--- src/rtl/controlador_contagem_bcd.sv ---
// Counting controller: run/pause/clear sequencing, up/down count with a programmable wrap,
// and a serial double-dabble converter that feeds the two-digit display.
module controlador_contagem_bcd #(
  parameter int LARGURA = 4
) (
  input  logic               clock,
  input  logic               resetN,
  input  logic               tick,
  input  logic               iniciar,
  input  logic               pausar,
  input  logic               zerar,
  input  logic               sentido,
  input  logic [LARGURA-1:0] limite,
  output logic [LARGURA-1:0] valorAtual,
  output logic [3:0]         dezena,
  output logic [3:0]         unidade,
  output logic               bcdValido,
  output logic [1:0]         estado,
  output logic               fimContagem
);

  typedef enum logic [1:0] {
    PARADO   = 2'b00,
    CONTANDO = 2'b01,
    PAUSADO  = 2'b10
  } estado_t;

  typedef enum logic {
    LIVRE,
    CONVERTENDO
  } conv_t;

  localparam int CW = $clog2(LARGURA);

  estado_t            estado_q;
  conv_t              conv_q;
  logic               pendente_q;
  logic [CW-1:0]      passo_q;
  logic [7:0]         bcd_q;
  logic [LARGURA-1:0] bin_q;

  logic [LARGURA-1:0] valor_prox;
  logic               fim_prox;
  logic               conta;
  logic               mudou;
  logic [7:0]         bcd_aj;
  logic [7:0]         bcd_sh;
  logic [LARGURA-1:0] bin_sh;
  logic               ultimo;

  assign estado = estado_q;

  // NOTE: every signal gets a default at the top of the block so no path can infer a latch.
  always_comb begin
    valor_prox = valorAtual;
    fim_prox   = 1'b0;
    conta      = (estado_q == CONTANDO) && tick && !zerar && !pausar;
    if (zerar) begin
      valor_prox = '0;
    end else if (conta) begin
      if (sentido) begin
        if (valorAtual >= limite) begin
          valor_prox = '0;
          fim_prox   = 1'b1;
        end else begin
          valor_prox = valorAtual + LARGURA'(1);
        end
      end else begin
        if (valorAtual == '0 || valorAtual > limite) begin
          valor_prox = limite;
          fim_prox   = 1'b1;
        end else begin
          valor_prox = valorAtual - LARGURA'(1);
        end
      end
    end
  end

  assign mudou = (valor_prox != valorAtual);

  // Add-3 correction on each nibble, then one left shift of the {bcd, binary} pair.
  always_comb begin
    bcd_aj = bcd_q;
    if (bcd_aj[3:0] >= 4'd5) bcd_aj[3:0] = bcd_aj[3:0] + 4'd3;
    if (bcd_aj[7:4] >= 4'd5) bcd_aj[7:4] = bcd_aj[7:4] + 4'd3;
    bcd_sh = {bcd_aj[6:0], bin_q[LARGURA-1]};
    bin_sh = bin_q << 1;
  end

  assign ultimo = (passo_q == CW'(LARGURA - 1));

  // NOTE: sequential state uses non-blocking assignments only, so every register samples pre-edge values.
  always_ff @(posedge clock) begin
    if (!resetN) begin
      valorAtual  <= '0;
      fimContagem <= 1'b0;
      estado_q    <= PARADO;
      conv_q      <= LIVRE;
      pendente_q  <= 1'b0;
      passo_q     <= '0;
      bcd_q       <= '0;
      bin_q       <= '0;
      dezena      <= '0;
      unidade     <= '0;
      bcdValido   <= 1'b1;
    end else begin
      valorAtual  <= valor_prox;
      fimContagem <= fim_prox;

      if (zerar) begin
        estado_q <= PARADO;
      end else begin
        case (estado_q)
          PARADO:   if (!pausar && iniciar) estado_q <= CONTANDO;
          CONTANDO: if (pausar) estado_q <= PAUSADO;
          PAUSADO:  if (!pausar && iniciar) estado_q <= CONTANDO;
          default:  estado_q <= PARADO;
        endcase
      end

      if (mudou) bcdValido <= 1'b0;

      // A change seen while busy is remembered; only the newest value is converted afterwards.
      case (conv_q)
        LIVRE: begin
          pendente_q <= mudou;
          if (pendente_q) begin
            bcd_q   <= '0;
            bin_q   <= valorAtual;
            passo_q <= '0;
            conv_q  <= CONVERTENDO;
          end
        end
        CONVERTENDO: begin
          pendente_q <= pendente_q | mudou;
          bcd_q      <= bcd_sh;
          bin_q      <= bin_sh;
          passo_q    <= passo_q + CW'(1);
          if (ultimo) begin
            dezena  <= bcd_sh[7:4];
            unidade <= bcd_sh[3:0];
            conv_q  <= LIVRE;
            if (!pendente_q && !mudou) bcdValido <= 1'b1;
          end
        end
        default: conv_q <= LIVRE;
      endcase
    end
  end

endmodule

--- config.mk ---
export PLATFORM = sky130hd
export DESIGN_NAME = controlador_contagem_bcd
export DESIGN_NICKNAME = d
export VERILOG_FILES = /design/src/rtl/controlador_contagem_bcd.sv
export SDC_FILE = /design/constraint.sdc
export NUM_CORES = 1
export LEC_CHECK = 0
export ABC_AREA = 1
export CORE_MARGIN = 3
export CORE_UTILIZATION = 53
export DETAILED_ROUTE_END_ITERATION = 12
export PLACE_DENSITY_LB_ADDON = 0.12
export SETUP_SLACK_MARGIN = 0.5
export SLEW_MARGIN = 20
export SYNTH_ARGS = -nofsm -noshare
export SYNTH_HDL_FRONTEND = slang
export SYNTH_SLANG_ARGS = --single-unit
export TNS_END_PERCENT = 30
--- constraint.sdc ---
create_clock -name clock -period 2.6 [get_ports clock]
set_clock_uncertainty 0.1 [all_clocks]
set_input_delay 0.65 -clock clock [delete_from_list [all_inputs] [get_ports clock]]
set_output_delay 0.65 -clock clock [all_outputs]
set_load 0.005 [all_outputs]
Word-level counts from Yosys, hierarchy flattened:

Cells that the tools add are included.

* flip-flop bits (word level): 32
* input bits: 11
* output and inout port bits: 16
* word-level logic and storage cells: 75

* add/sub/neg operators: 5
* $lt $le $gt $ge: 4
* equality and inequality tests: 7
* multiplexer cells: 27
* bitwise gates (word level): 4
* reductions and logical operators: 17

Operators by type and width (count)
* 4-bit 2-to-1 mux: 7
* 8-bit case mux with 2 select lines: 1
* 1-bit 2-to-1 mux: 9
* 4-bit by 3-bit >= comparator with 1-bit output, second input constant: 2
* 8-bit 2-to-1 mux: 1
* 2-bit case mux with 2 select lines: 2
* 4-bit case mux with 2 select lines: 1
* 2-bit 2-to-1 mux: 3
* 1-bit logical AND: 5
* 4-bit by 1-bit adder with 4-bit output, second input constant: 1
* 4-bit by 2-bit adder with 4-bit output, second input constant: 1
* 2-bit equality test, second input constant: 2
* 4-bit >= comparator: 1
* 4-bit > comparator: 1
* 1-bit zero test: 4
* 4-bit zero test: 1
* 2-bit inequality test, second input constant: 2
* 4-bit inequality test: 1
* 1-bit case mux with 2 select lines: 2
* 2-bit AND reduction: 2
* 2-bit OR reduction: 2
* 4-bit by 1-bit subtractor with 4-bit output, second input constant: 1
* 3-bit by 2-bit adder with 3-bit output, second input constant: 1
* 3-bit 2-to-1 mux: 1
* other kinds (8): 10

Depth between registers and ports, before layout:

Gate-level depths: netlist of the first run.

* depth after elaboration: 12
* mapped depth: 20

Worst setup path after synthesis of the first run:

No wires, ideal clock.

* path type: in2reg
* start: input limite[3]
* end: register pendente_q
* data arrival time: 1981 ps
* data required time: 2391 ps
* path slack: 410 ps
* stages: 16
* buffers on the path: 0
* path through: inv_1 > ha_1 > a21oi_1 > nand3_1 > nand2_1 > nand2_1 > nor2_1 > nand2_1 > nand2_1 > nand2_1 > nand2_1 > nand2_1 > nor2_2 > nand3_1 > nand2_1 > inv_1

* cells in the longest elaborated chain, start to end: 9
* elaborated cells between the ends (all ways): 11

Ends and longest elaborated chain
* start, declared: line 13 `input logic [LARGURA-1:0] limite,`
* 4-bit > comparator: line 69 `if (valorAtual == '0 || valorAtual > limite) begin`
* 1-bit logical OR: line 69
* 4-bit 2-to-1 mux: line 69
* 4-bit 2-to-1 mux (*): line 61 `if (sentido) begin`
* 4-bit 2-to-1 mux (*): line 60 `end else if (conta) begin`
* 4-bit 2-to-1 mux (*): line 58 `if (zerar) begin`
* 4-bit inequality test (*): line 79 `assign mudou = (valor_prox != valorAtual);`
* 1-bit OR: line 135 `pendente_q <= pendente_q | mudou;`
* 1-bit case mux with 2 select lines (*): line 124 `case (conv_q)`
* end signal, assigned: line 126 `pendente_q <= mudou;`
* end signal, assigned: line 135
* end, declared: line 37 `logic pendente_q;`

Mark *: on every way between the ends. The rest lies on a longest branch, timed or not.
A chain may end at the register's enable or synchronous reset.

Worst setup path in the final report of the first run:

* start: register valorAtual[0]
* end: register pendente_q

* cells in the longest elaborated chain, start to end: 9
* elaborated cells between the ends (all ways): 14

Ends and longest elaborated chain
* start, declared: line 14 `output logic [LARGURA-1:0] valorAtual,`
* start signal, assigned: line 107 `valorAtual <= valor_prox;`
* 4-bit > comparator or 4-bit zero test (tied branches): line 69
* 1-bit logical OR: line 69
* 4-bit 2-to-1 mux: line 69
* 4-bit 2-to-1 mux: line 61
* 4-bit 2-to-1 mux: line 60
* 4-bit 2-to-1 mux: line 58
* 4-bit inequality test (*): line 79
* 1-bit OR: line 135
* 1-bit case mux with 2 select lines (*): line 124

Marked as above.

==> out/qor.txt, run 1 <==
status: completed
Distinct cells, synth: 28
Setup violations, final: 0
CP Class: reg -> reg
first-pass GRT wire length: 7400 microns
gp weighted congestion: 0.872
Worst-path clk slew: 0.09 ns
GR met1 Demand/Resource: 28.1%
Seq cells post-synth: 32
period utilization: 83.8%
Worst-Skew Late Latency: 0.33 ns
Antenna Violating Nets Remaining: 0
Initial DRC Count: 104
TritonCTS Buffers: 5
vias: 1856
commonest cells in the netlist: nand2_1 (64), inv_1 (36), dfxtp_1 (32)
top cells by area, synth: dfxtp_1 (36%), nand2_1 (13%), nand3_1 (8.3%)
Hold/Removal Path Class: reg -> reg
CP dominant cell by count: nand2_1
Overflow after GRT: 0
routed vias/inst: 5.32
Crit path max-delay family: simple AND/OR/NAND/NOR gates
clock sink total: 32
Avg Inst Size Synth: 6.90 sq um
DRC Markers: 0
Tmin final: 2.18 ns
Worst Path Buf+Inv: 3
met2 GRT Util: 38.0%
Pwr Total: 0.861 mW
Yosys top cell by area: dfxtp_1
CTS root buffer: clkbuf_4
CTS max path bufs: 2
Placed Cells: 335
syn nets: 283
Async SR Flop Fraction: 0%
IO Port Bufs: 26
vias in the first global route: 1665
Die Span X: 64.3 microns
Power Internal: 0.637 mW
Critical Path RT: 2.74 ns
maximum vdd drop: 0.456 mV
Comb pwr share: 12.1%
EDFF count, synth: 0
critical path launch point type: register
ys flop type: dfxtp_1
area grow syn2layout: 35.7%
post-synth top area share: 35.6%
Post-Syn Area: 1800 sq um
initial antenna violation count: 0
io pins: 27
cells after synthesis: 261
CTS H-tree lvls: 2
CTS tree: built
register share of total power: 57.4%
routed length per instance: 13.1 microns
total track usage: 22.9%
clock power share: 30.5%
peak fanout along the critical path: 5
Fin. Hold Viols: 0
cells along the critical path: inv_4 > buf_4 > ha_1 > a21oi_1 > o21ai_0 > a21oi_1 > nor2_1 > nand2_1 > nand2_2 > nand3_1 > nand2_1 > nor2_2 > nand3_1 > nand2_1 > inv_1
top-count cell post-synth: nand2_1
initial core utilization: 57.1%
Post-Route WL: 4570 microns
met3 GRT Util: 6.15%
Core Area: 3150 sq um
Layout Nets: 327
global route hottest layer: met2
die area: 4140 sq um
sequential share of the synthesized area: 35.6%
Lkg Pwr: 1.04 nW
DP Wirelength: 3160 microns
DR pass1 iterations: 4
RSZ-0062 raised after global routing: true
Slew HR: 70.8%
switching portion of total power: 26.1%
pin count of the biggest net entering global routing: 15
row count: 20
P_sw: 0.225 mW
fmax: 459 MHz
critical path endpoint category: register
Yosys Warn Count: 0
CP peak stage delay: 0.36 ns
diodes inserted: 0
final instance count without filler cells: 349
worst-margin pin slew: 0.437 ns
slowest cell on the critical path: dfxtp_2
Max Transition Viols Final: 0
share of cells above drive strength 1: 23.6%
PD cells: 352 nW/um^2
max_cap viols: 0
Die Height: 64.3 microns
arrival time worst endpoint: 2.32 ns
## per-layer routing
metal	part of all wire [%]	up-vias	wire length, microns
li1	-	938	-
met1	44	854	1990
met2	48	53	2180
met3	6.1	11	280
met4	2.4	0	109
met5	0	-	0
## cell usage in the layout, fill, tap and decap left out, types with 2 or more instances in the layout
cell type	count
a21oi_1	20
nand3_1	24
nand3_4	3
buf_4	18
clkbuf_2	2
ha_1	7
xor2_1	4
inv_2	2
nand2_4	5
nand2_1	53
nand3_2	6
inv_4	3
dfxtp_2	2
nand2_2	9
dfxtp_4	2
ha_4	3
clkbuf_4	5
o21ai_0	19
nor2_1	10
a22oi_1	2
o21a_1	3
dfxtp_1	28
nor2_2	3
inv_1	33
clkdlybuf4s50_1	21
## sequential cells by signal (all words and copies together), names as in the netlist
register and count:
passo_q 2, fimContagem 1, conv_q 1, dezena 4, pendente_q 1, estado 2
bin_q 4, unidade 4, valorAtual 4, bcd_q 8, bcdValido 1
## tightest hold or removal path: cells and delay by family, from the launching register on
kind	cells	cell delay (ns)
AND/OR/NAND/NOR	1	0.06
AO/OA/AOI/OAI	1	0.05
flip-flops	1	0.32
## path summary, 6_finish.rpt
kind	from	to	slack (ns)	cells after the start
hold reg to reg	passo_q[1]	passo_q[1]	0.37	2
setup reg to reg	valorAtual[0]	pendente_q	0.42	15
hold / removal	passo_q[1]	passo_q[1]	0.37	2
setup / recovery	valorAtual[0]	pendente_q	0.42	15
## stage by stage
step	setup TNS, ns	util [%]	hold slack (ns)	area [sq um]	setup WS [ns]
2_1_floorplan	0	-	0.333	1880	0.460
3_3_place_gp	-0.391	71.3	0.348	2250	-0.231
3_5_place_dp	-0.595	71.3	0.358	2250	-0.307
4_1_cts	0	73.7	0.371	2320	0.413
5_1_grt	0	77.5	0.396	2440	0.298
6_report	0	77.5	0.366	2440	0.420
## repair_timing
action | 4_1_cts | 5_1_grt
pin swaps | 7 | 15
setup buffers | 1 | 6
resized for setup | 17 | 32
endpoints found under the setup margin | 10 | 6
hold buffers | 0 | 0
## power by group through the flow
stage / Combinational (mW) / Sequential (mW) / Clock, mW
CTS: 0.0917 / 0.496 / 0.269
global route: 0.113 / 0.495 / 0.296
finish: 0.104 / 0.495 / 0.263
detailed placement: 0.0895 / 0.508 / 0
global placement: 0.0882 / 0.508 / 0
floorplan: 0.0495 / 0.506 / 0
## cells by family after synthesis
family | synth area share [%]
AO/OA/AOI/OAI | 15.8
XOR/XNOR | 1.94
adder cells (fa/ha/maj) | 7.64
buffers and inverters | 9.79
flip-flops | 35.6
AND/OR/NAND/NOR | 29.2
## layout make-up
type                            count  area, sq um
Multi-Input combinational cell    183         1140
Fill cell                         233          708
Sequential cell                    32          651
Timing Repair Buffer               44          394
Inverter                           39          161
Tap cell                           44         55.1
Clock buffer                        6         41.3
Clock inverter                      1         5.00
No activity file was read; power rests on OpenSTA's default activity.
==> inputs of run 2 (changes only) <==
==> constraint.sdc (replaced) <==
create_clock -name clock -period 2.22 [get_ports clock]
set_clock_uncertainty 0.1 [all_clocks]
set_input_delay 0.555 -clock clock [delete_from_list [all_inputs] [get_ports clock]]
set_output_delay 0.555 -clock clock [all_outputs]
set_load 0.005 [all_outputs]
==> run 2 against run 1 <==
Against the previous run: global-route usage rose by 1.4 points; critical endpoint unchanged; cell count rose by 2.6%; sequential power rose by 17%; combinational power rose by 16%; worst hold slack improved by 0.016 ns; total power rose by 34%; register-to-register slack got worse by 0.21 ns; clock-buffer cell count fell by 1; sequential share of layout area fell by 0.77 points; first-iteration DRC count fell by 28%; non-clock buffer count rose by 8; routed wire length rose by 2.1%.
==> out/qor.txt, run 2 (same netlist as run 1, synthesis figures left out) <==
Slew HR: 66.9% (-3.8 points)
cells along the critical path: inv_1 > ha_1 > a21oi_2 > o21ai_0 > a21oi_1 > nor2_1 > nand2_1 > nand2_2 > nand3_1 > nand2_1 > nor2_2 > nand3_1 > nand2_1 > inv_1
most frequent cells in the layout: nand2_1 (56), inv_1 (32), nand3_1 (27), dfxtp_1 (24), buf_4 (23)
DR pass1 iterations: 4 (unchanged)
CP Class: reg -> reg
clock sink total: 32 (unchanged)
Max Transition Viols Final: 0 (unchanged)
CTS H-tree lvls: 2 (unchanged)
CP peak stage delay: 0.40 ns (+0.04 ns)
row count: 20 (unchanged)
Post-Route WL: 4660 microns (+2.1%)
Layout Nets: 335 (+2.4%)
Lkg Pwr: 1.19 nW (+15%)
arrival time worst endpoint: 2.16 ns (-0.16 ns)
FILL cells: 234 (+0.43%)
Setup violations, final: 0 (unchanged)
total track usage: 24.3% (+1.4 points)
Initial DRC Count: 75 (-28%)
CTS max path bufs: 2 (unchanged)
multi-input logic area: 1120 sq um (-1.5%)
initial antenna violation count: 0 (unchanged)
share of cells above drive strength 1: 26.4% (+2.8 points)
routed length per instance: 13.0 microns (-0.49%)
vias in the first global route: 1810 (+8.7%)
io pins: 27 (unchanged)
Setup WS post-layout: 0.215 ns (-0.206 ns)
vias: 1857 (+0.054%)
slowest cell on the critical path: dfxtp_4
IO Port Bufs: 26 (unchanged)
area grow syn2layout: 40.8%
Pwr Total: 1.15 mW (+34%)
Antenna Violating Nets Remaining: 0 (unchanged)
Fin. Hold Viols: 0 (unchanged)
Fin Hold WS: 0.382 ns (+0.0159 ns)
Hold/Removal Path Class: reg -> reg
period utilization: 90.3% (+6.5 points)
DP Area: 2300 sq um (+2.3%)
max FFs per register: 8 (unchanged)
cts hold-fix bufs: 0 (unchanged)
pre-CTS setup slack: -0.570 ns (-0.262 ns)
CTS tree: built
post-route cell area: 2540 sq um (+3.8%)
maximum vdd drop: 0.548 mV (+20%)
routed vias/inst: 5.19 (-2.5%)
Worst-Skew Late Latency: 0.34 ns (about the same)
die area: 4140 sq um (unchanged)
most flop-heavy register: bcd_q
Critical Path RT: 2.38 ns (-0.36 ns)
PD cells: 454 nW/um^2 (+29%)
critical path endpoint category: register
DRC Markers: 0 (unchanged)
diodes inserted: 0 (unchanged)
initial core utilization: 57.1% (unchanged)
peak fanout along the critical path: 5 (unchanged)
first-pass GRT wire length: 7950 microns (+7.4%)
DP Wirelength: 3370 microns (+6.7%)
Overflow after GRT: 0 (unchanged)
TritonCTS Buffers: 5 (unchanged)
Tmin final: 2.01 ns (-0.174 ns)
CTS root buffer: clkbuf_4
Core Area: 3150 sq um (unchanged)
Worst-path clk slew: 0.11 ns (+0.02 ns)
fmax: 499 MHz (+8.7%)
Die Span X: 64.3 microns (unchanged)
RSZ-0062 raised after global routing: true
max_cap viols: 0 (unchanged)
Die Height: 64.3 microns (unchanged)
pin count of the biggest net entering global routing: 13 (-2)
gp weighted congestion: 0.854 (-2.0%)
worst-margin pin slew: 0.494 ns (+0.0575 ns)
Reg area: 656 sq um (+0.77%)
leading cell type in the layout, fill and taps excluded: nand2_1
status: completed
final core occ: 80.5% (+2.9 points)
critical path launch point type: register
CP dominant cell by count: nand2_1
## run 2: changes by cell type in the layout (fill, tap and decap cells not counted), sizes merged
cell | before | now
clkbuf | 8 | 6
dlymetal6s2s | 1 | 6
buf | 20 | 29
dlygate4sd2 | 0 | 2
clkdlybuf4s50 | 21 | 13
clkdlybuf4s15 | 0 | 1
clkinvlp | 0 | 1
bufinv | 0 | 1
## run 2: metal layers
metal | wire length, microns | global-route usage (%)
met1 | 2040 | 30.6
met2 | 2290 | 41.6
met3 | 265 | 4.04
met4 | 65 | 8.44
met5 | 0 | 0
## run 2: timing repair
| action | CTS | global route |
|---|---|---|
| setup buffers | 5 | 3 |
| endpoints found under the setup margin | 23 | 30 |
| pin swaps | 18 | 12 |
| gates resized for setup | 37 | 21 |
| endpoints found under the hold margin | 0 | 0 |
## run 2: area by class of cell
class / count / share of cell area, %
Sequential cell: 32 / 25.8
Timing Repair Buffer: 52 / 18.3
Clock inverter: 3 / 1.68
Inverter: 39 / 6.36
Tap cell: 44 / 2.17
Multi-Input combinational cell: 183 / 44.1
Clock buffer: 5 / 1.48
## run 2: path summary, 6_finish.rpt
check / end / from / slack (ns) / cells past startpoint
min: unidade[3] / unidade[3] / 0.38 / 2
max reg2reg: pendente_q / valorAtual[1] / 0.21 / 14
min reg2reg: unidade[3] / unidade[3] / 0.38 / 2
max: pendente_q / valorAtual[1] / 0.21 / 14
## run 2: worst max-delay path, delay by kind of cell (launching register included)
kind | cells | cell delay, ns
adders and majority gates | 1 | 0.25
AOI/OAI and AO/OA | 3 | 0.43
and+or+nand+nor | 8 | 0.63
buffers and inverters | 2 | 0.10
DFF | 1 | 0.40
## run 2: stage by stage
step / setup TNS, ns / std cells
after detailed placement: -2.14 / 342
after CTS: 0 / 355
after global placement: -1.86 / 342
final: 0 / 358
after global routing: 0 / 358
after floorplan: 0 / 261
## run 2: where the power goes
group | switching, mW | internal (mW) | leakage (nW)
Combinational | 0.0656 | 0.0553 | 0.883
Sequential | 0.00368 | 0.575 | 0.263
Clock | 0.218 | 0.235 | 0.0412
==> inputs of run 3 (changes only) <==
--- a/config.mk
+++ b/config.mk
@@ -9,6 +9,7 @@
 export CORE_MARGIN = 3
 export CORE_UTILIZATION = 53
 export DETAILED_ROUTE_END_ITERATION = 12
+export GPL_ROUTABILITY_DRIVEN = 0
 export PLACE_DENSITY_LB_ADDON = 0.12
 export SETUP_SLACK_MARGIN = 0.5
 export SLEW_MARGIN = 20
==> results of run 3 <==
Final layout, timing and power as in run 2 (identical DEF).
